`config.mk`:
```
export PLATFORM = sky130hd
export DESIGN_NAME = skid_reg
export DESIGN_NICKNAME = d
export VERILOG_FILES = /design/src/rtl/skid_reg.sv
export SDC_FILE = /design/constraint.sdc
export NUM_CORES = 1
export LEC_CHECK = 0
export ABC_AREA = 1
export CORE_MARGIN = 2
export CORE_UTILIZATION = 45
export DETAILED_ROUTE_END_ITERATION = 7
export GPL_TIMING_DRIVEN = 0
export HOLD_SLACK_MARGIN = 0.06
export PLACE_DENSITY_LB_ADDON = 0.05
export SYNTH_ARGS = -nofsm -noshare
export SYNTH_HDL_FRONTEND = slang
export SYNTH_SLANG_ARGS = --single-unit
```
`constraint.sdc`:
```
create_clock -name clk -period 1.3 [get_ports clk]
set_input_delay 0.26 -clock clk [delete_from_list [all_inputs] [get_ports clk]]
set_output_delay 0.26 -clock clk [all_outputs]
set_load 0.01 [all_outputs]
```
`src/rtl/skid_reg.sv`:
```
// Two-entry valid/ready skid buffer. Every output is decoded from registers,
// so no combinational path runs from in_* to out_* or from out_ready to in_ready.
module skid_reg #(
  parameter int n = 32
) (
  input  logic         clk,
  input  logic         rst_n,
  input  logic         flush,
  input  logic         in_valid,
  input  logic [n-1:0] in_data,
  output logic         in_ready,
  output logic         out_valid,
  output logic [n-1:0] out_data,
  input  logic         out_ready,
  output logic [1:0]   occupancy
);

  typedef enum logic [1:0] {
    EMPTY = 2'd0,
    ONE   = 2'd1,
    FULL  = 2'd2
  } state_t;

  state_t       state, state_nxt;
  logic [n-1:0] main_q, skid_q;
  logic         live_q;  // low from reset assertion until the first edge after release
  logic         in_fire, out_fire;
  logic         load_main_in, load_main_skid, load_skid;

  assign in_fire  = in_valid & in_ready;
  assign out_fire = out_valid & out_ready;

  // NOTE: every signal written here gets a default first, so no path leaves it unassigned and no latch is inferred.
  always_comb begin
    state_nxt      = state;
    load_main_in   = 1'b0;
    load_main_skid = 1'b0;
    load_skid      = 1'b0;
    if (flush) begin
      state_nxt = EMPTY;
    end else begin
      unique case (state)
        EMPTY: begin
          if (in_fire) begin
            load_main_in = 1'b1;
            state_nxt    = ONE;
          end
        end
        ONE: begin
          if (in_fire && out_fire) begin
            load_main_in = 1'b1;
          end else if (in_fire) begin
            load_skid = 1'b1;
            state_nxt = FULL;
          end else if (out_fire) begin
            state_nxt = EMPTY;
          end
        end
        FULL: begin
          if (out_fire) begin
            load_main_skid = 1'b1;
            state_nxt      = ONE;
          end
        end
        default: state_nxt = EMPTY;
      endcase
    end
  end

  // NOTE: the data registers are reset too, because out_data must read 0 while rst_n is low.
  // NOTE: sequential state uses non-blocking assignments so all flops update from pre-edge values.
  always_ff @(posedge clk or negedge rst_n) begin
    if (!rst_n) begin
      state  <= EMPTY;
      main_q <= '0;
      skid_q <= '0;
      live_q <= 1'b0;
    end else begin
      state  <= state_nxt;
      live_q <= 1'b1;
      if (load_main_in)        main_q <= in_data;
      else if (load_main_skid) main_q <= skid_q;
      if (load_skid)           skid_q <= in_data;
    end
  end

  assign out_valid = (state != EMPTY);
  assign in_ready  = live_q && (state != FULL);
  assign out_data  = main_q;

  always_comb begin
    occupancy = 2'd0;
    unique case (state)
      ONE:     occupancy = 2'd1;
      FULL:    occupancy = 2'd2;
      default: occupancy = 2'd0;
    endcase
  end

endmodule

```
After elaboration in Yosys (flattened, before gate mapping)
Cells that the tools add are included.

word-level totals
  register bits = 67
  output and inout bits = 36
  input port bits = 37

cells by class
  muxes and demuxes = 20
  equality and inequality tests = 7
  reduce and logical (&&, ||, !) cells = 6
  bitwise logic cells = 2

operators with widths
  kind                                                             number
  32-bit 2-to-1 mux                                                2
  2-bit 2-to-1 mux                                                 6
  1-bit 2-to-1 mux                                                 9
  3-bit inequality test, second input constant                     3
  2-bit case mux with 3 select lines                               1
  4-bit inequality test, second input constant                     1
  2-bit case mux with 2 select lines                               1
  4-bit AND reduction                                              1
  2-bit nonzero test                                               2
  1-bit AND                                                        2
  2-bit by 1-bit == test with 1-bit output, second input constant  1
  2-bit == test, second input constant                             1
  1-bit logical AND                                                2
  2-bit zero test                                                  1
  2-bit inequality test, second input constant                     1
  1-bit case mux with 2 select lines                               1

Depth between registers and ports, before layout
  depth after elaboration = 8
  mapped depth = 9
  gate-level depth less buffers = 8

Worst setup path after synthesis
OpenSTA, ideal clock, no wires.

  path kind = reg-to-reg
  start point = register state[1]
  end point = register skid_q[24]
  data arrival time = 1.270 ns
  slack = -0.087 ns
  library setup time = 0.117 ns
  path buffers = 3
  cell stages (with the launch flop) = 10
  clock period less this slack = 1.387 ns
  data required time = 1.183 ns
  path through = dfrtp_1 -> buf_4 -> nand2_2 -> nand3_4 -> nor2_4 -> o21ai_2 -> buf_6 -> buf_6 -> nand2_1 -> o21ai_2

on the way
  word-level cells in the longest chain between the ends = 7

RTL lines
  item                                                   RTL line  RTL
  start: declaration                                     24        state_t state, state_nxt;
  start signal: assignment                               79        state <= state_nxt;
  2-bit inequality test                                  88        assign in_ready = live_q && (state != FULL);
  1-bit logical AND                                      88
  1-bit AND                                              30        assign in_fire = in_valid & in_ready;
  1-bit 2-to-1 mux or 1-bit logical AND (tied branches)  52, 50
  1-bit 2-to-1 mux                                       50        if (in_fire && out_fire) begin
  1-bit 2-to-1 mux (*)                                   42        unique case (state)
  1-bit 2-to-1 mux (*)                                   39        if (flush) begin
  end signal: assignment                                 83        if (load_skid) skid_q <= in_data;
  end: declaration                                       25        logic [n-1:0] main_q, skid_q;

Every way passes the cells marked *; elsewhere a longest branch is shown, timed or not.
A chain may end at the register's enable or synchronous reset.

Final worst setup path
  start point = register state[0]
  end point = register main_q[1], in the netlist out_data[1]

on the way
  word-level cells in the longest chain between the ends = 8

RTL lines
  item                                                     RTL line  RTL
  2-bit inequality test                                    88
  1-bit logical AND                                        88
  1-bit AND                                                30
  1-bit logical AND                                        50
  1-bit 2-to-1 mux                                         50
  1-bit case mux with 2 select lines                       42
  1-bit 2-to-1 mux                                         39
  32-bit 2-to-1 mux or 2-bit nonzero test (tied branches)  -
  end signal: assignment                                   81        if (load_main_in) main_q <= in_data;
  end signal: assignment                                   82        else if (load_main_skid) main_q <= skid_q;
  end: declaration                                         25

Parallel ways exist; a longest one is shown, timed or not.

==> reports/summary.txt <==
Synthesized instance count - 352
Overflow left after global routing - 0
Number of standard-cell rows in the floorplan - 30
Initial standard-cell utilization of the core - 46.3%
Period utilisation layout - 118%
Remaining antenna violation count - 0
Arr. time, crit path - 1750 ps
Placeable core region - 6790 sq um
Seq/Total Area, Yosys - 53.3%
Required time reported for the critical path endpoint - 1520 ps
Post-placement cell count - 520
Post-route core utilization - 77.8%
Worst-path maximum fanout - 7
Result of the run - finished, violations left
Slowest cell on the critical path - dfrtp_2
Worst Tran Pin Value - 856 ps
Yosys warning total - 0
Wire length of the first global-routing pass - 14700 um
Width of the die - 87.6 um
Number of vias in the routed layout - 3070
Die height - 87.6 um
Setup skew after layout - 9.41 ps
Minimum setup slack in the final design - -232 ps
Final setup violation count - 70
Clock edge transition at the registers on the reported setup and hold paths - 80 ps
Clock buffers created by TritonCTS - 9
Share of post-route cells with drive strength above 1 - 46.0%
Routed length per placed instance - 17.0 um
Total count of max-transition violations in the final report - 0
Failing checks - setup timing
Final weighted congestion in routability-driven placement - 0.781
Clock root buffer - clkbuf_8
RSZ-0062 raised after global routing - yes
Power Total - 0.00755 W
Post-route non-filler standard cell count - 579
Port Buffers - 72
Sum of net half-perimeters after detailed placement - 4990 um
Maximum achievable frequency - 653 MHz
Maximum number of pins on one net before global-route repair - 68
Leak pwr - 2.64 nW
Final net count - 515
H-tree depth reported by CTS - 3
Clock tree from TritonCTS - built
Area share of the largest cell type after synthesis - 53.3%
Cell family with most CP delay - simple AND/OR/NAND/NOR gates
Final Routed Wirelength - 9860 um
Largest stage delay, worst path - 460 ps
Area of the die - 7670 sq um
Final min period - 1530 ps
Final design instance area without fill - 5290 sq um
Total iterations of the first detailed-routing run - 5
Hold Path Class - in2async
# clock sinks - 67
Count of cell types in the netlist - 20
Area grow syn2layout - 68.1%
Worst setup EP type - flop
Relative slew slack - 42.9%
Via count of the first global-routing pass - 2902
Critical setup path kind - reg2reg
Mean instance size in the synthesized netlist - 8.94 sq um
Maximum count of clock buffers along a single path - 2
Cell type with the highest occurrence count on the critical path - nand3_2
Endpoints failing hold - 0
Final total negative setup slack - -12120 ps
Max Cap Violations - 0
Synth area leader - dfrtp_1
I/O pins - 73
Highest ir drop seen on vdd - 0.907 mV
Total nets after synthesis - 389
Commonest non-fill, non-tap cell in the layout - dfrtp_1
Clock latency reported for the late side of the worst-skew pair - 340 ps
Detail-routed via count per cell - 5.30
Power density normalized to cell area - 1430 nW/um^2
Total routing resource utilization after global routing - 25.2%
Cell-by-cell listing of the critical path - buf_6 > nor2_4 > nand3_4 > clkbuf_16 > nand3_2 > nand3_2
Most frequent cells in the layout - dfrtp_1 (66), nand3_2 (52), nand2_1 (38)
Synthesized area - 3150 sq um
Buffering stage count on the worst path with inverters included - 2
Number of antenna violations at the first check in global routing - 0
Number of antenna cells inserted - 0
Cell Area, Placed - 4050 sq um
Worst Setup Start Kind - flop
Total of flip-flops plus latches after synthesis - 67
Remaining design rule violation count - 0
Cells taking the most area after synthesis - dfrtp_1 (53%), nand3_1 (11%), nand2_1 (8.5%)
DRC marker count from the first detailed-route iteration - 229
## routing by layer
| layer | share of wire [%] | GRT usage, % |
|---|---|---|
| met5 | 0 | 0 |
| met4 | 1.2 | 6.15 |
| met3 | 5.9 | 5.28 |
| met2 | 50 | 41.3 |
| met1 | 43 | 34.6 |
## cells by family (layout without fill, tap and decap cells)
group / count (synthesis) / after routing / synth area share, %
AND/OR/NAND/NOR: 181 / 181 / 28.2
flip-flops: 67 / 67 / 53.3
other: 1 / 1 / 0.119
AO/OA/AOI/OAI: 36 / 36 / 8.47
buffers and inverters: 67 / 198 / 9.86
## report_power, final
| group | total (W) | switching [W] | internal, W | leakage, nW |
|---|---|---|---|---|
| clock | 0.00156 | 0.000829 | 0.000735 | 0.0928 |
| sequential | 0.00332 | 0.000531 | 0.00279 | 0.843 |
| combinational | 0.00266 | 0.00121 | 0.00145 | 1.71 |
| total | 0.00755 | 0.00257 | 0.00498 | 2.64 |
## cell usage after synthesis (all sizes together)
cell type,number
nand2,73
nand4,32
buf,15
clkbuf,12
inv,40
nor2,9
dfrtp,67
o21ai,35
a21oi,1
conb,1
nand3,67
## per-stage QoR
stage	hold WS, ps	setup slack, ps
final	4.25	-232
after CTS	60.9	-178
after global routing	70.7	-289
after detailed placement	430	-717
after floorplan	-35.6	-60.2
after global placement	464	-2380
## area by class of cell
cell class              instances  area [sq um]
fillers                       457          1510
well taps                      96           120
clock buffers                  11           141
flip-flops and latches         67          1680
repair buffers                116          1190
multi-input cells             218          1630
inverters                      40           158
clock inverters                 5          28.8
plain buffers                  26           339
## worst reg2reg max path, stage by stage, from the launching register on
cell,delay [ps]
dfrtp_2,460
buf_6,140
nor2_4,210
nand3_4,210
clkbuf_16,220
nand3_2,80
nand3_2,80
## repair_timing
item,4_1_cts,5_1_grt
endpoints found under the setup margin,102,100
setup buffers,16,18
resized for setup,185,63
gates cloned,8,2
pin swaps,28,6
hold buffers,0,0
## path summary, 6_finish.rpt
path	startpoint	endpoint	slack, ps	cells after the start
max	state[0]	out_data[1]	-230	6
min	rst_n	live_q	4	1
max reg2reg	state[0]	out_data[1]	-230	6
min reg2reg	skid_q[24]	skid_q[24]	490	2
max in group asynchronous	rst_n	state[0]	720	1
min in group clk	in_data[0]	skid_q[0]	480	3
## registers in the layout, indices dropped and copies added (netlist names)
signal	flops
state	2
out_data	32
live_q	1
skid_q	32
No activity file was read; power rests on OpenSTA's default activity.
